**src/rtl/sync_frame_pkg.sv**
```systemverilog
// Shared constants and state encoding for the serial frame transmitter.
// The sync word precedes each payload when SYNC_FRAME_TX_PREAMBLE_EN is defined.
package sync_frame_pkg;

    localparam int SYNC_W = 12;
    localparam logic [SYNC_W-1:0] SYNC_WORD = 12'b1110_1101_1011;

    typedef enum logic [1:0] {
        IDLE    = 2'd0,
        SYNC    = 2'd1,
        PAYLOAD = 2'd2
    } state_t;

    function automatic int max_int(input int a, input int b);
        return (a > b) ? a : b;
    endfunction

endpackage

```
**src/rtl/sync_frame_tx_piso_shift.sv**
```systemverilog
// Parallel-load, left-shift register holding the payload word of the current frame.
// msb_next_o is the MSB the register will hold after this edge, so the caller can register it.
module piso_shift #(
    parameter int DATA_W = 8
) (
    input  logic              clk,
    input  logic              reset,
    input  logic              load_i,
    input  logic              shift_i,
    input  logic [DATA_W-1:0] data_i,
    output logic              msb_next_o
);

    logic [DATA_W-1:0] sh_q;
    logic [DATA_W-1:0] sh_d;

    always_comb begin
        sh_d = sh_q;
        if (load_i) begin
            sh_d = data_i;
        end else if (shift_i) begin
            sh_d = sh_q << 1;
        end
    end

    assign msb_next_o = sh_d[DATA_W-1];

    always_ff @(posedge clk or posedge reset) begin
        if (reset) begin
            sh_q <= '0;
        end else begin
            sh_q <= sh_d;
        end
    end

endmodule

```
**src/rtl/sync_frame_tx.sv**
```systemverilog
// Serial frame transmitter: optional 12-bit sync word (SYNC_FRAME_TX_PREAMBLE_EN) then payload, MSB-first.
// Outputs are registered from next-state values so ser_out lines up with the state it belongs to.
module sync_frame_tx
    import sync_frame_pkg::*;
#(
    parameter int   DATA_W     = 8,
    parameter logic IDLE_LEVEL = 1'b0
) (
    input  logic              clk,
    input  logic              reset,
    input  logic              in_valid,
    input  logic [DATA_W-1:0] in_data,
    output logic              in_ready,
    output logic              ser_out,
    output logic              ser_valid,
    output logic              busy,
    output logic              frame_done
);

    localparam int CNT_W = $clog2(max_int(SYNC_W, DATA_W));
    localparam logic [CNT_W-1:0] LAST_PAY = CNT_W'(DATA_W - 1);

`ifdef SYNC_FRAME_TX_PREAMBLE_EN
    localparam logic [CNT_W-1:0] LAST_SYNC   = CNT_W'(SYNC_W - 1);
    localparam state_t           FIRST_STATE = SYNC;
`else
    localparam state_t           FIRST_STATE = PAYLOAD;
`endif

    state_t           state_q, state_d;
    logic [CNT_W-1:0] cnt_q, cnt_d;
    logic             ser_out_q, ser_out_d;
    logic             ser_valid_q, ser_valid_d;
    logic             frame_done_q, frame_done_d;
    logic             load, shift, msb_next, accept;

    assign in_ready = (state_q == IDLE) || ((state_q == PAYLOAD) && (cnt_q == LAST_PAY));
    assign accept   = in_valid && in_ready;
    assign busy     = (state_q != IDLE);

    piso_shift #(
        .DATA_W(DATA_W)
    ) u_piso (
        .clk       (clk),
        .reset     (reset),
        .load_i    (load),
        .shift_i   (shift),
        .data_i    (in_data),
        .msb_next_o(msb_next)
    );

    always_comb begin
        state_d = state_q;
        cnt_d   = cnt_q;
        load    = 1'b0;
        shift   = 1'b0;
        case (state_q)
            IDLE: begin
                if (accept) begin
                    load    = 1'b1;
                    state_d = FIRST_STATE;
                    cnt_d   = '0;
                end
            end
`ifdef SYNC_FRAME_TX_PREAMBLE_EN
            SYNC: begin
                if (cnt_q == LAST_SYNC) begin
                    state_d = PAYLOAD;
                    cnt_d   = '0;
                end else begin
                    cnt_d = cnt_q + CNT_W'(1);
                end
            end
`endif
            PAYLOAD: begin
                if (cnt_q == LAST_PAY) begin
                    cnt_d = '0;
                    if (accept) begin
                        // back-to-back: next frame starts without an idle bit
                        load    = 1'b1;
                        state_d = FIRST_STATE;
                    end else begin
                        state_d = IDLE;
                    end
                end else begin
                    shift = 1'b1;
                    cnt_d = cnt_q + CNT_W'(1);
                end
            end
            default: begin
                state_d = IDLE;
                cnt_d   = '0;
            end
        endcase
    end

`ifdef SYNC_FRAME_TX_PREAMBLE_EN
    logic [3:0] sync_idx;
    always_comb begin
        sync_idx = 4'(LAST_SYNC - cnt_d);
    end
`endif

    always_comb begin
        ser_out_d    = IDLE_LEVEL;
        ser_valid_d  = 1'b0;
        frame_done_d = 1'b0;
        case (state_d)
`ifdef SYNC_FRAME_TX_PREAMBLE_EN
            SYNC: begin
                ser_out_d   = SYNC_WORD[sync_idx];
                ser_valid_d = 1'b1;
            end
`endif
            PAYLOAD: begin
                ser_out_d    = msb_next;
                ser_valid_d  = 1'b1;
                frame_done_d = (cnt_d == LAST_PAY);
            end
            default: begin
                ser_out_d = IDLE_LEVEL;
            end
        endcase
    end

    always_ff @(posedge clk or posedge reset) begin
        if (reset) begin
            state_q      <= IDLE;
            cnt_q        <= '0;
            ser_out_q    <= IDLE_LEVEL;
            ser_valid_q  <= 1'b0;
            frame_done_q <= 1'b0;
        end else begin
            state_q      <= state_d;
            cnt_q        <= cnt_d;
            ser_out_q    <= ser_out_d;
            ser_valid_q  <= ser_valid_d;
            frame_done_q <= frame_done_d;
        end
    end

    assign ser_out    = ser_out_q;
    assign ser_valid  = ser_valid_q;
    assign frame_done = frame_done_q;

endmodule

```
**config.mk**
```make
export PLATFORM = sky130hd
export DESIGN_NAME = sync_frame_tx
export DESIGN_NICKNAME = d
export VERILOG_FILES = /design/src/rtl/sync_frame_pkg.sv /design/src/rtl/sync_frame_tx_piso_shift.sv /design/src/rtl/sync_frame_tx.sv
export SDC_FILE = /design/constraint.sdc
export NUM_CORES = 1
export LEC_CHECK = 0
export ABC_AREA = 1
export CORE_ASPECT_RATIO = 1.2
export CORE_MARGIN = 4
export CORE_UTILIZATION = 40
export CTS_CLUSTER_SIZE = 40
export DETAILED_ROUTE_END_ITERATION = 10
export DONT_BUFFER_PORTS = 1
export PLACE_DENSITY_LB_ADDON = 0.2
export SYNTH_ARGS = -nofsm -noshare
export SYNTH_HDL_FRONTEND = slang
export SYNTH_SLANG_ARGS = --single-unit
```
**constraint.sdc**
```tcl
create_clock -name clk -period 2.5 [get_ports clk]
set_clock_uncertainty 0.05 [all_clocks]
set_input_delay 0.5 -clock clk [delete_from_list [all_inputs] [get_ports clk]]
set_output_delay 0.5 -clock clk [all_outputs]
set_load 0.02 [all_outputs]
```
==> impl_metrics.py <==
metrics = {
    "yosys": {
        "synth.largest_area_cell": "dfrtp_1",
        "synthDistinctLibCells": 19,
        "synth_compound_area_share_pct": 2.81,
        "netlist_instances": 97,
        "avgSynthCellArea_sq_um": 9.17,
        "yosysTopAreaCellShare_pct": 47.8,
        "syn_nets": 109,
        "syn_area_sq_um": 890,
        "synthMuxAreaShare_pct": 0,
        "yosys.area_share.simple_pct": 40.6,
        "synthAdderAreaFrac_pct": 1.41,
        "synth_top_family_by_area": "simple AND/OR/NAND/NOR gates",
        "ys_top_cells_by_area": "dfrtp_1 (48%), nand2_1 (9.3%), nand3_2 (7.9%)",
        "yosysWarnings": 0,
        "synthXorXnorAreaFrac_pct": 0,
        "seq_area_frac_synth_pct": 47.8,
        "synth-seq-cells": 17,
    },
    "placement": {
        "dp_hpwl_um": 1160,
        "io_buffers": 0,
        "gp_congestion": 0.783,
        "post-place-cells": 127,
    },
    "die": {
        "rows": 18,
        "io_pins": 16,
        "start_util_pct": 42.5,
        "core_sq_um": 2090,
        "dieArea_sq_um": 3050,
        "die_w_um": 51.1,
        "die_height_um": 59.7,
    },
    "global_route": {
        "grt_pass1_vias": 628,
        "grt_pass1_wl_um": 2580,
        "overflow": 0,
        "antenna_found_initial": 0,
        "grt_max_degree": 18,
        "gr-usage-all-layers_pct": 11.4,
    },
    "critical_path": {
        "critPathBufInv": 0,
        "worst_setup_path_end_kind": "primary output",
        "crit_path_frequent_cell": "nor2_1",
        "crit_chain": "ha_1 -> nand2_1 -> nor2_1 -> nor2_1 -> nor2_1",
        "worstReg2RegEnd": "ser_out",
        "cpMaxStageDelayCell": "dfrtp_1",
        "rr_worst_depth": 8,
        "crit_family": "simple AND/OR/NAND/NOR gates",
        "path_class": "flop to primary output",
        "critPathLaunch": "cnt_q[0]",
        "crit_required_ns": 1.95,
        "crit_fanout": 6,
        "cp_slowest_stage_delay_ns": 0.43,
        "crit_arrival_ns": 1.50,
        "critPathLaunchType": "flop",
        "r2r-start": "cnt_q[0]",
        "r2r_slack_ns": 1.12,
    },
    "clock_tree": {
        "cts_buffers": 3,
        "cts_sinks": 17,
        "clk_pin_slew_ns": 0.10,
        "hold_buffers": 0,
        "cts_resized": 0,
        "postCtsSetupBuffers": 0,
        "clock_path_buffers": 2,
        "cts-htree-levels": 1,
        "cts_root_buf": "clkbuf_4",
        "clk_latency_ns": 0.28,
        "tritoncts": "built",
    },
    "routing": {
        "dr.pass1.iters": 4,
        "vias_per_cell": 4.79,
        "wire_per_inst_um": 11.3,
        "drc": 0,
        "drt_iter0_markers": 9,
        "ant_nets": 0,
        "via_count": 627,
        "routed_wl_um": 1490,
    },
    "layout": {
        "nFillCells": 216,
        "register_area_sq_um": 425,
        "final_common_cell": "nand2_1",
        "instances_no_fill": 131,
        "fin_nets": 114,
        "drive_gt1_share_pct": 32.7,
        "multiInputGateArea_sq_um": 403,
        "fin_util_pct": 45.6,
        "final_cell_mix": "nand2_1 (22), dfrtp_1 (17), nand2_2 (11)",
        "num_antenna_cells": 0,
        "syn2layout_area_growth_pct": 7.31,
    },
    "timing": {
        "setup_violations": 0,
        "hold_viol": 0,
        "fmax_ghz": 0.487,
        "min_period_ns": 2.05,
        "rsz0062_at_grt": "no",
        "slew_headroom_pct": 56.0,
        "finalMaxSlewViolations": 0,
        "tightest_slew_ns": 0.660,
        "finalCritPeriodShare_pct": 82.1,
        "tns_ns": 0,
        "whs_ns": 0.134,
    },
    "pwr": {
        "seq_power_share_pct": 58.2,
        "pwr-share-comb_pct": 16.7,
        "p_total_mw": 0.573,
        "netSwitchingFraction_pct": 30.0,
        "power_frac_clock_pct": 25.1,
        "intPower_mw": 0.401,
        "switchingPower_mw": 0.172,
        "p_leak_nw": 0.491,
        "vdd_ir_drop_max_mv": 0.365,
        "power_density_nw_per_um2": 600,
    },
    "run_status": {
        "status": "complete, no violations",
    },
    "worst_hold_path": {
        "hold_class": "input port to asynchronous set/reset pin",
    },
    "job": {
        "drv_cap": 0,
    },
}
power groups by stage:
stage	logic, mW	registers (mW)	clock network [mW]
CTS	0.0983	0.334	0.154
global route	0.110	0.338	0.163
floorplan	0.0841	0.335	0
finish	0.0955	0.334	0.144
detailed placement	0.0980	0.339	0
global placement	0.0960	0.339	0
how the worst max path moves through the flow:
| stage | to | depth (start not counted) |
|---|---|---|
| after floorplan | in_ready | 5 |
| after global placement | in_ready | 5 |
| after detailed placement | in_ready | 5 |
| after CTS | in_ready | 5 |
| after global routing | in_ready | 5 |
| final | in_ready | 5 |
routing by layer:
layer	global-route usage [%]	up-vias	part of all wire, %
met3	3.99	2	4.2
met5	0	-	0
met1	13.2	291	43
li1	-	319	-
met4	5.38	0	0.40
met2	19.0	15	52
stage by stage:
| stage | worst slack [ns] | instance area, sq um |
|---|---|---|
| final | 0.446 | 955 |
| after global routing | 0.283 | 955 |
| after CTS | 0.426 | 955 |
| after global placement | 0.795 | 927 |
| after floorplan | 0.853 | 890 |
| after detailed placement | 0.764 | 927 |
kinds of logic (layout without fill, tap and decap cells):
family,count (synthesis),after routing
other,1,1
AO/OA/AOI/OAI,5,5
adder cells (fa/ha/maj),1,1
AND/OR/NAND/NOR,60,60
flip-flops,17,17
buffers and inverters,13,17
registers in the layout (all words and copies together), names as in the netlist:
register,count
ser_out,1
ser_valid,1
state_q,2
frame_done,1
cnt_q,4
u_piso.sh_q,8
area by class of cell:
cell class                 count  share of cell area (%)
clock inverter                 1                   0.524
inverter                      13                    6.42
clock buffer                   3                    2.36
multi-input combinational     67                    42.2
tap                           30                    3.93
sequential                    17                    44.6
cells in the mapped netlist, drive strengths merged:
cell / instances
nand2: 36
dfrtp: 17
inv: 12
nand3: 11
nor2: 8
nand4: 5
o21ai: 3
a21oi: 2
clkinv: 1
conb: 1
ha: 1
No activity file was read; power rests on OpenSTA's default activity.
